File: config.mk
export PLATFORM = sky130hd
export DESIGN_NAME = param_universal_shift_reg_flat
export DESIGN_NICKNAME = d
export VERILOG_FILES = /design/src/rtl/param_universal_shift_reg_if.sv /design/src/rtl/param_universal_shift_reg.sv /design/src/flat_wrapper.sv
export SDC_FILE = /design/constraint.sdc
export NUM_CORES = 1
export LEC_CHECK = 0
export CAP_MARGIN = 20
export CORE_MARGIN = 5
export CORE_UTILIZATION = 41
export CTS_BUF_LIST = sky130_fd_sc_hd__clkbuf_8
export DETAILED_ROUTE_END_ITERATION = 8
export GPL_TIMING_DRIVEN = 0
export PLACE_DENSITY = 0.81
export SYNTH_ARGS = -nofsm -noshare
export SYNTH_HDL_FRONTEND = slang
export SYNTH_SLANG_ARGS = --single-unit
export TNS_END_PERCENT = 100
File: constraint.sdc
create_clock -name clk -period 1.1 [get_ports clk]
set_input_delay 0.22 -clock clk [delete_from_list [all_inputs] [get_ports clk]]
set_output_delay 0.22 -clock clk [all_outputs]
set_load 0.02 [all_outputs]
File: src/rtl/param_universal_shift_reg_if.sv
// Bus bundle for param_universal_shift_reg: control, parallel and
// serial data in, register contents, serial taps and word counter out.
// Ports (master view): out en, mode, p_din, s_left_din, s_right_din;
// in p_dout, s_left_dout, s_right_dout, shift_cnt, word_done.
// CNT_W = clog2(NSHIFT+1), NSHIFT = ceil(WIDTH/STEP).
interface param_universal_shift_reg_if #(
    parameter int WIDTH = 8,
    parameter int STEP  = 1
);
    localparam int NSHIFT = (WIDTH + STEP - 1) / STEP;
    localparam int CNT_W  = $clog2(NSHIFT + 1);

    logic             en;
    logic [2:0]       mode;
    logic [WIDTH-1:0] p_din;
    logic [STEP-1:0]  s_left_din;
    logic [STEP-1:0]  s_right_din;
    logic [WIDTH-1:0] p_dout;
    logic [STEP-1:0]  s_left_dout;
    logic [STEP-1:0]  s_right_dout;
    logic [CNT_W-1:0] shift_cnt;
    logic             word_done;

    modport master (
        output en, mode, p_din, s_left_din, s_right_din,
        input  p_dout, s_left_dout, s_right_dout,
        input  shift_cnt, word_done
    );

    modport slave (
        input  en, mode, p_din, s_left_din, s_right_din,
        output p_dout, s_left_dout, s_right_dout,
        output shift_cnt, word_done
    );
endinterface

File: src/rtl/param_universal_shift_reg.sv
// Universal shift register: hold, logical/arith shifts, rotates,
// parallel load and clear, STEP bits per operation, one-cycle latency.
// Ports: clk, rst (sync, active-high), bus (slave modport of
// param_universal_shift_reg_if).
// Build option: define USR_SHIFT_COUNT_EN to build the per-word shift
// counter (shift_cnt, word_done); otherwise both outputs are tied to 0.
module param_universal_shift_reg #(
    parameter int WIDTH = 8,
    parameter int STEP  = 1
) (
    input  logic                          clk,
    input  logic                          rst,
    param_universal_shift_reg_if.slave    bus
);
    localparam logic [2:0] MODE_HOLD  = 3'b000;
    localparam logic [2:0] MODE_SHR   = 3'b001;
    localparam logic [2:0] MODE_SHL   = 3'b010;
    localparam logic [2:0] MODE_LOAD  = 3'b011;
    localparam logic [2:0] MODE_ROR   = 3'b100;
    localparam logic [2:0] MODE_ROL   = 3'b101;
    localparam logic [2:0] MODE_ASR   = 3'b110;
    localparam logic [2:0] MODE_CLEAR = 3'b111;

    logic [WIDTH-1:0] data_q;
    logic [WIDTH-1:0] data_d;

    always_comb begin
        data_d = data_q;
        if (bus.en) begin
            unique case (bus.mode)
                MODE_HOLD:  data_d = data_q;
                MODE_SHR:   data_d = {bus.s_right_din,
                                      data_q[WIDTH-1:STEP]};
                MODE_SHL:   data_d = {data_q[WIDTH-1-STEP:0],
                                      bus.s_left_din};
                MODE_LOAD:  data_d = bus.p_din;
                MODE_ROR:   data_d = {data_q[STEP-1:0],
                                      data_q[WIDTH-1:STEP]};
                MODE_ROL:   data_d = {data_q[WIDTH-1-STEP:0],
                                      data_q[WIDTH-1 -: STEP]};
                MODE_ASR:   data_d = {{STEP{data_q[WIDTH-1]}},
                                      data_q[WIDTH-1:STEP]};
                MODE_CLEAR: data_d = '0;
                default:    data_d = data_q;
            endcase
        end
    end

    always_ff @(posedge clk) begin
        if (rst) begin
            data_q <= '0;
        end else begin
            data_q <= data_d;
        end
    end

    assign bus.p_dout       = data_q;
    assign bus.s_left_dout  = data_q[WIDTH-1 -: STEP];
    assign bus.s_right_dout = data_q[STEP-1:0];

`ifdef USR_SHIFT_COUNT_EN
    localparam int NSHIFT = (WIDTH + STEP - 1) / STEP;
    localparam int CNT_W  = $clog2(NSHIFT + 1);
    localparam logic [CNT_W-1:0] LAST = CNT_W'(NSHIFT - 1);

    logic [CNT_W-1:0] cnt_q;
    logic             done_q;
    logic             is_shift;
    logic             is_restart;

    always_comb begin
        is_shift   = 1'b0;
        is_restart = 1'b0;
        unique case (bus.mode)
            MODE_SHR, MODE_SHL, MODE_ROR,
            MODE_ROL, MODE_ASR:   is_shift   = 1'b1;
            MODE_LOAD, MODE_CLEAR: is_restart = 1'b1;
            default: begin
                is_shift   = 1'b0;
                is_restart = 1'b0;
            end
        endcase
    end

    // The count never reaches NSHIFT: the shift that would complete the
    // word wraps it to 0 and raises the registered done pulse instead.
    always_ff @(posedge clk) begin
        if (rst) begin
            cnt_q  <= '0;
            done_q <= 1'b0;
        end else begin
            done_q <= 1'b0;
            if (bus.en) begin
                if (is_shift) begin
                    if (cnt_q == LAST) begin
                        cnt_q  <= '0;
                        done_q <= 1'b1;
                    end else begin
                        cnt_q <= cnt_q + 1'b1;
                    end
                end else if (is_restart) begin
                    cnt_q <= '0;
                end
            end
        end
    end

    assign bus.shift_cnt = cnt_q;
    assign bus.word_done = done_q;
`else
    assign bus.shift_cnt = '0;
    assign bus.word_done = 1'b0;
`endif
endmodule

File: src/flat_wrapper.sv
// flat-port wrapper written by rule: the top's interface ports become plain ports
module param_universal_shift_reg_flat 
#(
    parameter int WIDTH = 8,
    parameter int STEP  = 1
)
  (clk, rst, bus_en, bus_mode, bus_p_din, bus_s_left_din, bus_s_right_din, bus_p_dout, bus_s_left_dout, bus_s_right_dout, bus_shift_cnt, bus_word_done);
  param_universal_shift_reg_if #(.WIDTH(WIDTH), .STEP(STEP)) bus_i ();
  input  logic clk;
  input  logic rst;
  input wire logic [$bits(bus_i.en)-1:0] bus_en;
  input wire logic [$bits(bus_i.mode)-1:0] bus_mode;
  input wire logic [$bits(bus_i.p_din)-1:0] bus_p_din;
  input wire logic [$bits(bus_i.s_left_din)-1:0] bus_s_left_din;
  input wire logic [$bits(bus_i.s_right_din)-1:0] bus_s_right_din;
  output wire logic [$bits(bus_i.p_dout)-1:0] bus_p_dout;
  output wire logic [$bits(bus_i.s_left_dout)-1:0] bus_s_left_dout;
  output wire logic [$bits(bus_i.s_right_dout)-1:0] bus_s_right_dout;
  output wire logic [$bits(bus_i.shift_cnt)-1:0] bus_shift_cnt;
  output wire logic [$bits(bus_i.word_done)-1:0] bus_word_done;
  assign bus_i.en = bus_en;
  assign bus_i.mode = bus_mode;
  assign bus_i.p_din = bus_p_din;
  assign bus_i.s_left_din = bus_s_left_din;
  assign bus_i.s_right_din = bus_s_right_din;
  assign bus_p_dout = bus_i.p_dout;
  assign bus_s_left_dout = bus_i.s_left_dout;
  assign bus_s_right_dout = bus_i.s_right_dout;
  assign bus_shift_cnt = bus_i.shift_cnt;
  assign bus_word_done = bus_i.word_done;
  param_universal_shift_reg #(.WIDTH(WIDTH), .STEP(STEP)) u_core (.clk(clk), .rst(rst), .bus(bus_i));
endmodule
Word-level counts from Yosys, hierarchy flattened
Cells that the tools add are included.
{"block": "totals", "reg_bits": 8, "inputBits": 16, "elab_cells": 15, "out_inout_bits": 15}
{"block": "op_classes", "reduce_logical": 3, "mux": 1, "bitwise": 2, "eq_ne": 7}
{"operator": "$pmux 8 s7", "count": 1}
{"operator": "$eq 3x3->1 const B", "count": 4}
{"operator": "$eq 3x2->1 const B", "count": 2}
{"operator": "$eq 3x1->1 const B", "count": 1}
{"operator": "$logic_not 3->1", "count": 1}
{"operator": "$reduce_and 3->1", "count": 1}
{"operator": "$not 1->1", "count": 2}
{"operator": "$reduce_and 2->1", "count": 1}

Depth between registers and ports, before layout
{"block": "depth", "depth_word": 3, "mapped_depth": 4, "mapped_depth_nobuf": 3}

Worst setup path after synthesis
OpenSTA, ideal clock, no wires.
{"block": "synth_timing", "path_kind": "in2reg", "startpoint": "in bus_mode[0]", "endpoint": "reg u_core.data_q[0], in the netlist u_core.bus.p_dout[0]", "arrival_time_ps": 836, "path_slack_ps": 130, "required_ps": 966, "n_path_buf": 1, "setup_time_ps": 134, "cell_stages": 4, "cell_sequence": "o31a_1 buf_2 o21ai_0 a41oi_1"}
{"block": "synth_via", "elab_chain_len": 3, "word_cells_on_any_way": 11, "cone_classes": "7 x eq/ne; 1 x mux; 1 x bitwise; 2 x reduce/logical"}
{"item": "from (decl)", "line": "flat_wrapper.sv:12", "source": "input wire logic [$bits(bus_i.mode)-1:0] bus_mode;"}
{"item": "parallel branches: the longest is 3 deep, another holds $pmux 8 s7"}
{"item": "to (signal assigned)", "line": "param_universal_shift_reg.sv:53", "source": "data_q <= data_d;"}
{"item": "to (decl)", "line": "param_universal_shift_reg.sv:24", "source": "logic [WIDTH-1:0] data_q;"}
Several ways; the timed one is not identified.
A chain may end at the register's enable or synchronous reset.

Worst setup path after layout
{"block": "layout_timing", "startpoint": "reg u_core.data_q[7], in the netlist u_core.bus.p_dout[7]", "endpoint": "out bus_s_left_dout"}
{"item": "to (decl)", "line": "flat_wrapper.sv:17", "source": "output wire logic [$bits(bus_i.s_left_dout)-1:0] bus_s_left_dout;"}
No word-level cell between the ends.

==> flow_metrics.tcl <==
set metrics [dict create \
    design.core.area_um2 1471 \
    clk_latency_ps 230 \
    syn2layout_area_growth_pct 46.02 \
    h_tree_lvls 1 \
    netlist.area_leader.share_pct 25.50 \
    drt_pass1_iterations 4 \
    cts_max_path_buffers 2 \
    count_of_input_and_output_buffers 25 \
    netlist_area_um2 628.1 \
    clock.fmax_mhz 942.1 \
    ys_top_cells_by_area "dfxtp_1 25%, o21ai_0 12%, buf_4 8.4%" \
    status "finished, final reports clean" \
    hpwl_um 1351 \
    tritoncts_num_sinks 8 \
    die_width_um 49.14 \
    floorplan.die_area_um2 2415 \
    synth_area_per_cell_um2 8.265 \
    worst_ep_required_time_ps 880 \
    synth-async-reset-ratio_pct 0 \
    number_of_distinct_library_cells_after_synthesis 28 \
    seq_area_frac_synth_pct 25.50 \
    max_cap_viol_count 0 \
    setup_tns_final_ps 0 \
    rows 14 \
    stdcell_area_um2 917.1 \
    path_cells "clkdlybuf4s15_2" \
    critPathBufInv 1 \
    yosysTopAreaCell "dfxtp_1" \
    timing.final.setup_violations 0 \
    fin_worst_hold_slack_ps 316.1 \
    ys.flop_type "dfxtp_1" \
    number_of_antenna_violations_at_the_first_check_in_global_routing 0 \
    globalRouteOverflowTotal 0 \
    power.density_nw_per_um2 1063 \
    globalplace.congestion 0.7780 \
    crit_slowest_cell "dfxtp_2" \
    crit_path_end_kind "output port" \
    slew_viol_final 0 \
    cp_slowest_stage_delay_ps 350 \
    io_pins 31 \
    grt_start_max_net_pins 11 \
    share_of_post_route_cells_with_drive_strength_above_1_pct 33.33 \
    netlist_instances 76 \
    min_tclk_post_route_ps 1061 \
    clkTransAtPathRegs_ps 40 \
    layout.nets 126 \
    final.setup_skew_ps 1.006 \
    critPathLaunchType "flop" \
    grt_usage_pct 15.08 \
    synth_enable_flop_cells 0 \
    postCtsSetupRepairBufs 0 \
    detailroute.via_count 693 \
    cp_top_family "flip-flops" \
    worstPathArrival_ps 840 \
    drcViolationCount 0 \
    placedInstanceArea_um2 913.4 \
    vias_in_the_first_global_route 640 \
    worst-setup-path-type "flop to output port" \
    postRouteWirelength_um 1829 \
    warnings_synthesis 0 \
    largest_register_ffs 8 \
    routed_wire_length_per_instance_um 14.75 \
    first_iter_violations 31 \
    timing.final.crit_share_pct 96.50 \
    ctsRootBufferMaster "clkbuf_8" \
    static-leakage-power_nw 0.3884 \
    final_hold_viol_count 0 \
    yosys_register_bits 8 \
    timing.critical_path.fanout_max 5 \
    die-height_um 49.14 \
    rsz0062_at_grt "yes" \
    initial_utilization_pct 42.69 \
    detail-route-antenna-nets 0 \
    grt_first_pass_wirelength_um 2967 \
    tritoncts_clock_tree "done" \
    drt-vias-per-instance 5.589 \
    vdd_ir_drop_max_v 0.0009543 \
    num_antenna_cells 0 \
    worstHoldPathType "input port to flop" \
    cts_made_buffers 3 \
]
==> final timing paths <==
path,to,from,depth (start not counted),slack [ps]
max reg2reg,u_core.bus.p_dout[0]$_SDFFE_PP0P_,u_core.bus.p_dout[7]$_SDFFE_PP0P_,3,180
min reg2reg,u_core.bus.p_dout[7]$_SDFFE_PP0P_,u_core.bus.p_dout[7]$_SDFFE_PP0P_,2,530
max,bus_s_left_dout,u_core.bus.p_dout[7]$_SDFFE_PP0P_,1,40
min,u_core.bus.p_dout[0]$_SDFFE_PP0P_,bus_en,2,320
==> per-stage QoR <==
step / utilization [%] / worst slack, ps / total power [mW] / cells
2_1_floorplan: - / 130.0 / 0.5075 / 80
3_3_place_gp: 62.07 / -613.8 / 0.6421 / 121
3_5_place_dp: 62.07 / -629.1 / 0.6472 / 121
4_1_cts: 65.82 / 0.3135 / 0.9900 / 124
5_1_grt: 62.33 / -35.14 / 1.031 / 124
6_report: 62.33 / 38.55 / 0.9747 / 124
==> where the power goes <==
part	internal [mW]	total [mW]	switching (mW)	leakage [nW]
clock	0.236	0.344	0.108	0.0216
combinational	0.143	0.296	0.153	0.300
sequential	0.314	0.335	0.0211	0.0668
total	0.693	0.975	0.281	0.388
==> kinds of logic (layout without fill, tap and decap cells) <==
| kind of cell | count (synthesis) | in the layout | synth area share [%] |
|---|---|---|---|
| AOI/OAI and AO/OA | 34 | 34 | 35.46 |
| buffers and inverters | 13 | 41 | 15.74 |
| DFF | 8 | 8 | 25.50 |
| muxes | 2 | 2 | 3.784 |
| other | 1 | 5 | 0.5970 |
| and+or+nand+nor | 18 | 18 | 18.93 |
==> cell usage after synthesis (all sizes together), types with 3 or more instances <==
cell and count:
a31oi 4, buf 11, and3b 4, o21ai 15, nor2b 3, dfxtp 8, nand2 4, a41oi 3
a22oi 4
==> repair_timing <==
item,CTS,global route
gates resized for setup,49,19
hold buffers,0,0
pin swaps,1,4
endpoints found under the setup margin,18,14
hold endpoints to repair,0,0
==> final cells by class <==
cell class              count  area, um^2
fillers                   144       554.3
multi-input cells          59       407.9
repair buffers             25       186.4
flip-flops and latches      8       162.7
plain buffers              11       91.34
clock buffers               3       41.29
well taps                  16       20.02
inverters                   2       7.507
==> routing by layer <==
| metal | global-route usage, % | vias to the layer above | routed length (um) |
|---|---|---|---|
| met5 | 0 | - | 0 |
| met4 | 2.691 | 0 | 18 |
| met3 | 5.810 | 4 | 153 |
| met2 | 24.89 | 31 | 853 |
| met1 | 18.46 | 315 | 804 |
| li1 | - | 343 | - |
==> layout by cell type (no fill, tap or decap), types with 2 or more instances in the layout <==
cell and n:
and3b_1 2, a21o_1 2, nor2b_1 3, buf_6 3, clkbuf_8 3, o21ai_1 4
a41oi_1 3, buf_2 13, dfxtp_2 2, nand3_1 2, dfxtp_1 6, buf_4 7
clkdlybuf4s50_1 11, o21ai_0 11, conb_1 5, a22oi_1 4, a31oi_1 4, nand2_1 4
o31a_1 2
Note: power is estimated with default switching activity, not from simulation.
